File: src/rtl/triangle_feeder.sv
// triangle_feeder: transmit side of the triangle handshake into the rasterizer.
// On each frame request it reads NUM_TRIS triangles from a fixed-latency mesh ROM.
// Each triangle is offered on vert1_out/vert2_out/vert3_out with valid_tri_out, and
// the block waits for ready_in. The last triangle is flagged with obj_done_out.
//
// Ports:
//   clk_in          system clock
//   rst_in          asynchronous, active-low reset
//   new_frame_in    one-cycle pulse requesting an object pass (one-deep pending queue)
//   mesh_addr_out   mesh ROM address (triangle index)
//   mesh_data_in    ROM word {v1,v2,v3}, each vertex {x,y,z}, v1 in the MSBs
//   vert1/2/3_out   captured vertices, [2]=x [1]=y [0]=z
//   valid_tri_out   triangle on vert*_out is valid
//   obj_done_out    current triangle is the object's last
//   ready_in        rasterizer can accept a triangle
//   busy_out        object pass in progress
//   frame_done_out  one-cycle pulse after the last triangle is accepted
//   tri_count_out   triangles accepted in the current pass
//
// Optional feature: define BACKFACE_CULL_EN to drop triangles with non-positive signed
// area. This adds one cycle per triangle, and the last triangle is always offered.
module triangle_feeder #(
    parameter int unsigned NUM_TRIS = 12,
    parameter int unsigned COORD_W  = 9,
    parameter int unsigned ADDR_W   = 8,
    parameter int unsigned RD_LAT   = 2
) (
    input  logic                   clk_in,
    input  logic                   rst_in,
    input  logic                   new_frame_in,
    output logic [ADDR_W-1:0]      mesh_addr_out,
    input  logic [9*COORD_W-1:0]   mesh_data_in,
    output logic [COORD_W-1:0]     vert1_out [2:0],
    output logic [COORD_W-1:0]     vert2_out [2:0],
    output logic [COORD_W-1:0]     vert3_out [2:0],
    output logic                   valid_tri_out,
    output logic                   obj_done_out,
    input  logic                   ready_in,
    output logic                   busy_out,
    output logic                   frame_done_out,
    output logic [ADDR_W-1:0]      tri_count_out
);

    localparam int unsigned       CNT_W     = (RD_LAT > 1) ? $clog2(RD_LAT) : 1;
    localparam logic [CNT_W-1:0]  WAIT_LOAD = CNT_W'(RD_LAT - 1);
    localparam logic [ADDR_W-1:0] LAST_IDX  = ADDR_W'(NUM_TRIS - 1);

    localparam logic [2:0] StIdle  = 3'd0;
    localparam logic [2:0] StFetch = 3'd1;
    localparam logic [2:0] StWait  = 3'd2;
    localparam logic [2:0] StOffer = 3'd3;
    localparam logic [2:0] StDone  = 3'd4;
`ifdef BACKFACE_CULL_EN
    localparam logic [2:0] StCull  = 3'd5;
`endif

    logic [2:0]           state_q, state_d;
    logic [ADDR_W-1:0]    idx_q, idx_d;
    logic [CNT_W-1:0]     cnt_q, cnt_d;
    logic                 pending_q, pending_d;
    logic                 busy_q, busy_d;
    logic [ADDR_W-1:0]    count_q, count_d;
    logic [9*COORD_W-1:0] tri_q, tri_d;
    logic                 last_tri;

    assign last_tri = (idx_q == LAST_IDX);

`ifdef BACKFACE_CULL_EN
    localparam int unsigned AREA_W = 2*COORD_W + 2;

    logic signed [AREA_W-1:0] area_q, area_d;
    logic signed [AREA_W-1:0] dx2, dy2, dx3, dy3;
    logic                     area_pos;

    // Coordinates are unsigned screen positions; zero-extend before differencing.
    function automatic logic signed [AREA_W-1:0] ext(input logic [COORD_W-1:0] v);
        return $signed({{(AREA_W-COORD_W){1'b0}}, v});
    endfunction

    // Area is taken straight from the ROM word so it is registered alongside the capture.
    always_comb begin
        dx2    = ext(mesh_data_in[5*COORD_W +: COORD_W]) - ext(mesh_data_in[8*COORD_W +: COORD_W]);
        dy2    = ext(mesh_data_in[4*COORD_W +: COORD_W]) - ext(mesh_data_in[7*COORD_W +: COORD_W]);
        dx3    = ext(mesh_data_in[2*COORD_W +: COORD_W]) - ext(mesh_data_in[8*COORD_W +: COORD_W]);
        dy3    = ext(mesh_data_in[1*COORD_W +: COORD_W]) - ext(mesh_data_in[7*COORD_W +: COORD_W]);
        area_d = dx2 * dy3 - dx3 * dy2;
    end

    assign area_pos = !area_q[AREA_W-1] && (area_q != '0);
`endif

    always_comb begin
        state_d   = state_q;
        idx_d     = idx_q;
        cnt_d     = cnt_q;
        busy_d    = busy_q;
        count_d   = count_q;
        tri_d     = tri_q;
        // Requests during a pass (DONE included) collapse into a single pending pass.
        pending_d = pending_q | (new_frame_in & busy_q);
        case (state_q)
            StIdle: begin
                if (new_frame_in || pending_q) begin
                    idx_d     = '0;
                    pending_d = 1'b0;
                    count_d   = '0;
                    busy_d    = 1'b1;
                    state_d   = StFetch;
                end
            end
            StFetch: begin
                cnt_d   = WAIT_LOAD;
                state_d = StWait;
            end
            StWait: begin
                if (cnt_q == '0) begin
                    tri_d   = mesh_data_in;
`ifdef BACKFACE_CULL_EN
                    state_d = StCull;
`else
                    state_d = StOffer;
`endif
                end else begin
                    cnt_d = cnt_q - 1'b1;
                end
            end
`ifdef BACKFACE_CULL_EN
            StCull: begin
                if (!area_pos && !last_tri) begin
                    idx_d   = idx_q + 1'b1;
                    state_d = StFetch;
                end else begin
                    state_d = StOffer;
                end
            end
`endif
            StOffer: begin
                if (ready_in) begin
                    count_d = count_q + 1'b1;
                    if (last_tri) begin
                        state_d = StDone;
                    end else begin
                        idx_d   = idx_q + 1'b1;
                        state_d = StFetch;
                    end
                end
            end
            StDone: begin
                busy_d  = 1'b0;
                state_d = StIdle;
            end
            default: state_d = StIdle;
        endcase
    end

    always_ff @(posedge clk_in or negedge rst_in) begin
        if (!rst_in) begin
            state_q   <= StIdle;
            idx_q     <= '0;
            cnt_q     <= '0;
            pending_q <= 1'b0;
            busy_q    <= 1'b0;
            count_q   <= '0;
            tri_q     <= '0;
        end else begin
            state_q   <= state_d;
            idx_q     <= idx_d;
            cnt_q     <= cnt_d;
            pending_q <= pending_d;
            busy_q    <= busy_d;
            count_q   <= count_d;
            tri_q     <= tri_d;
        end
    end

`ifdef BACKFACE_CULL_EN
    always_ff @(posedge clk_in or negedge rst_in) begin
        if (!rst_in) begin
            area_q <= '0;
        end else if (state_q == StWait && cnt_q == '0) begin
            area_q <= area_d;
        end
    end
`endif

    // Outputs decode registered state only, so nothing depends combinationally on ready_in.
    assign mesh_addr_out  = idx_q;
    assign valid_tri_out  = (state_q == StOffer);
    assign obj_done_out   = (state_q == StOffer) && last_tri;
    assign busy_out       = busy_q;
    assign frame_done_out = (state_q == StDone);
    assign tri_count_out  = count_q;

    for (genvar c = 0; c < 3; c++) begin : g_vert
        assign vert1_out[c] = tri_q[(6 + c)*COORD_W +: COORD_W];
        assign vert2_out[c] = tri_q[(3 + c)*COORD_W +: COORD_W];
        assign vert3_out[c] = tri_q[c*COORD_W +: COORD_W];
    end

endmodule
File: config.mk
export PLATFORM = sky130hd
export DESIGN_NAME = triangle_feeder
export DESIGN_NICKNAME = d
export VERILOG_FILES = /design/src/rtl/triangle_feeder.sv
export SDC_FILE = /design/constraint.sdc
export NUM_CORES = 1
export LEC_CHECK = 0
export CORE_UTILIZATION = 42
export DETAILED_ROUTE_END_ITERATION = 6
export GPL_TIMING_DRIVEN = 0
export PLACE_DENSITY = 0.81
export SKIP_CTS_REPAIR_TIMING = 1
export SLEW_MARGIN = 20
export SYNTH_ARGS = -nofsm -noshare
export SYNTH_HDL_FRONTEND = slang
export SYNTH_SLANG_ARGS = --single-unit
File: constraint.sdc
create_clock -name clk_in -period 2 [get_ports clk_in]
set_input_delay 0.3 -clock clk_in [delete_from_list [all_inputs] [get_ports clk_in]]
set_output_delay 0.3 -clock clk_in [all_outputs]
set_load 0.02 [all_outputs]
==> flow_summary.json <==
{
  "crit_fanout": 7,
  "postPlaceCellArea_um2": 6193,
  "timing.max_cap.violations": 0,
  "dp_hpwl_um": 7765,
  "critical_path_class": "register to output port",
  "synth_fp_nets": 380,
  "fmax_mhz": 470.0,
  "vias_in_the_first_global_route": 3103,
  "design_area_um2": 6461,
  "overall_die_width_um": 101.4,
  "reg_to_reg_startpoint": "mesh_addr_out[2]$_DFFE_PN0P_",
  "fin_hold_ws_ns": 0.4484,
  "path_clk_slew_ns": 0.10,
  "ir_drop_v": 0.0006741,
  "gr-usage-all-layers_pct": 20.33,
  "post_synth.cell_area_avg_um2": 14.17,
  "die_h_um": 101.4,
  "finish.net_count": 579,
  "syn_to_final_growth_pct": 55.64,
  "wire_length_of_the_first_global_routing_pass_um": 15880,
  "root_buffer": "sky130_fd_sc_hd__clkbuf_8",
  "violations": "negative setup slack",
  "num_rows": 35,
  "design.die.area_um2": 10290,
  "grt_remaining_overflow": 0,
  "worst_hold_path_type": "primary input to asynchronous set/reset pin",
  "final_critical_path_setup_slack_ns": -0.1279,
  "floorplan.core_area_um2": 9415,
  "grt_max_degree": 60,
  "worst_pin_slew_ns": 0.4284,
  "setup_viol": 1,
  "startpoint_type": "register",
  "power.density_nw_per_um2": 1618,
  "floorplan.initialDensity_pct": 44.09,
  "drv_slew": 0,
  "period_minus_slack_ns": 2.128,
  "mostFrequentLayoutCell": "sky130_fd_sc_hd__clkdlybuf4s50_1",
  "drtAntennaViolNets": 0,
  "vias": 3123,
  "ys_ff_latch": 103,
  "drive_above_1_share_pct": 23.59,
  "grt_antenna_before_repair": 0,
  "synth_cell_type_count": 41,
  "detailed_route_wire_length_um": 10150,
  "tritoncts": "built",
  "finalCoreUtilization_pct": 68.62,
  "detail_route.iter0.violations": 46,
  "unrepaired_setup_endpoints_after_global_routing": "yes",
  "drc": 0,
  "total_power_uw": 10450,
  "final_min_period_over_clock_period_pct": 106.4,
  "timing.final.hold_violations": 0,
  "timing.reg2reg.worst_path_depth": 4,
  "numCtsBuffers": 9,
  "numClockSinks": 103,
  "input_output_buffers": 185,
  "clk-insertion-delay-late_ns": 0.35,
  "reg2reg_slack_ns": 0.18,
  "postSynthCellCount": 293,
  "layout_common_cells": "181 x sky130_fd_sc_hd__clkdlybuf4s50_1, 101 x sky130_fd_sc_hd__dfrtp_1, 74 x sky130_fd_sc_hd__mux2_2",
  "detail_route.wl_per_cell_um": 16.25,
  "detailedPlace.worstSlack_ns": -0.3575,
  "netlist_area_before_placement_um2": 4151,
  "share_of_synthesized_area_occupied_by_flip_flops_and_latches_pct": 62.09,
  "worst_setup_path_end_kind": "output port",
  "drt-pass1-iter-count": 4,
  "timing.critical_path.required_ns": 1.70,
  "clock-skew-final_ns": 0.01341,
  "antennaDiodeCount": 0,
  "yosysWarningCount": 0,
  "cts.htree.levels": 3,
  "worst_slew_margin_rel_pct": 71.44,
  "gp_congestion": 0.8211,
  "drt-vias-per-instance": 4.997,
  "run_status": "complete, but fails checks",
  "clock_path_buffers": 2,
  "ioPinCount": 186,
  "timing.critical_path.arrival_ns": 1.83,
  "power.leakage_uw": 0.002700,
  "reg2reg_to": "mesh_addr_out[1]$_DFFE_PN0P_"
}
[cell families (layout without fill, tap and decap cells)]
logic type                 count (synthesis)  count (layout)  synth area share, %
muxes                                     81              81                21.97
xor gates and xnor gates                   4               4               0.8440
AOI/OAI and AO/OA                         29              29                4.973
adders and majority gates                  2               2               0.6027
buffers and inverters                     16             219                1.868
DFF                                      103             103                62.09
and+or+nand+nor                           58              58                7.656
[routing by layer]
layer / GRT usage [%] / wire length, um
met5: 0 / 0
met4: 6.689 / 137
met3: 4.417 / 695
met2: 35.69 / 5106
met1: 24.94 / 4215
[synthesized netlist by cell type (all sizes together)]
| cell type | n | share of area, % |
|---|---|---|
| a211oi | 1 | 0.18 |
| a21oi | 7 | 0.84 |
| a22oi | 1 | 0.18 |
| a31o | 1 | 0.21 |
| a31oi | 7 | 1.1 |
| a41oi | 2 | 0.42 |
| and2 | 2 | 0.30 |
| and3 | 7 | 1.1 |
| and4b | 1 | 0.24 |
| buf | 12 | 1.5 |
| dfrtp | 103 | 62 |
| ha | 2 | 0.60 |
| inv | 4 | 0.36 |
| mux2 | 81 | 22 |
| nand2 | 15 | 1.5 |
| nand2b | 2 | 0.30 |
| nand3 | 6 | 0.72 |
| nand3b | 1 | 0.18 |
| nand4 | 1 | 0.15 |
| nand4b | 1 | 0.21 |
| nor2 | 9 | 0.81 |
| nor3 | 5 | 0.72 |
| nor4 | 1 | 0.15 |
| o21ai | 4 | 0.48 |
| o311ai | 1 | 0.21 |
| o31a | 2 | 0.48 |
| o31ai | 2 | 0.69 |
| o41ai | 1 | 0.21 |
| or2 | 1 | 0.15 |
| or3 | 4 | 0.63 |
| or4 | 2 | 0.45 |
| xnor2 | 2 | 0.42 |
| xor2 | 2 | 0.42 |
[area by class of cell]
type                            count  area (um2)
Clock inverter                      5       83.83
Clock buffer                       10       127.6
Sequential cell                   103        2580
Multi-Input combinational cell    174        1520
Timing Repair Buffer              188        1911
Inverter                            4       15.01
Buffer                             12       62.56
Tap cell                          129       161.4
Fill cell                         706        2954
[stage by stage]
step | cells | setup TNS (ns)
3_5_place_dp | 608 | -3.509
3_3_place_gp | 607 | -330.11
6_report | 625 | -0.1279
2_1_floorplan | 293 | 0
5_1_grt | 625 | -0.2159
4_1_cts | 623 | -5.975
[critical path: stages, from the launching register on]
cell and delay [ns]:
sky130_fd_sc_hd__dfrtp_2 0.45, sky130_fd_sc_hd__or3_2 0.51, sky130_fd_sc_hd__nor4_4 0.18, sky130_fd_sc_hd__and2_1 0.17, sky130_fd_sc_hd__clkbuf_2 0.16
[worst max path at each step]
stage | end | slack (ns) | cells after the start | startpoint
2_1_floorplan | obj_done_out | 0.23 | 3 | mesh_addr_out[2]$_DFFE_PN0P_
3_3_place_gp | tri_q[79]$_DFFE_PN0P_ | -3.16 | 1 | rst_in
3_5_place_dp | obj_done_out | -0.36 | 4 | mesh_addr_out[2]$_DFFE_PN0P_
4_1_cts | obj_done_out | -0.77 | 4 | mesh_addr_out[5]$_DFFE_PN0P_
5_1_grt | obj_done_out | -0.22 | 4 | mesh_addr_out[2]$_DFFE_PN0P_
6_report | obj_done_out | -0.13 | 4 | mesh_addr_out[2]$_DFFE_PN0P_
[report_power, final]
group	total, uW	switching (uW)	internal (uW)	leakage, uW
Clock	1380	676	701	0.0000986
Sequential	3600	545	3050	0.00122
Combinational	5480	2570	2910	0.00138
[sequential cells by signal, summed over array words and instances, names as in the netlist]
signal and cells:
tri_q 81, state_q 3, pending_q 1, tri_count_out 8
busy_out 1, mesh_addr_out 8, cnt_q 1
Note: power is estimated with default switching activity, not from simulation.
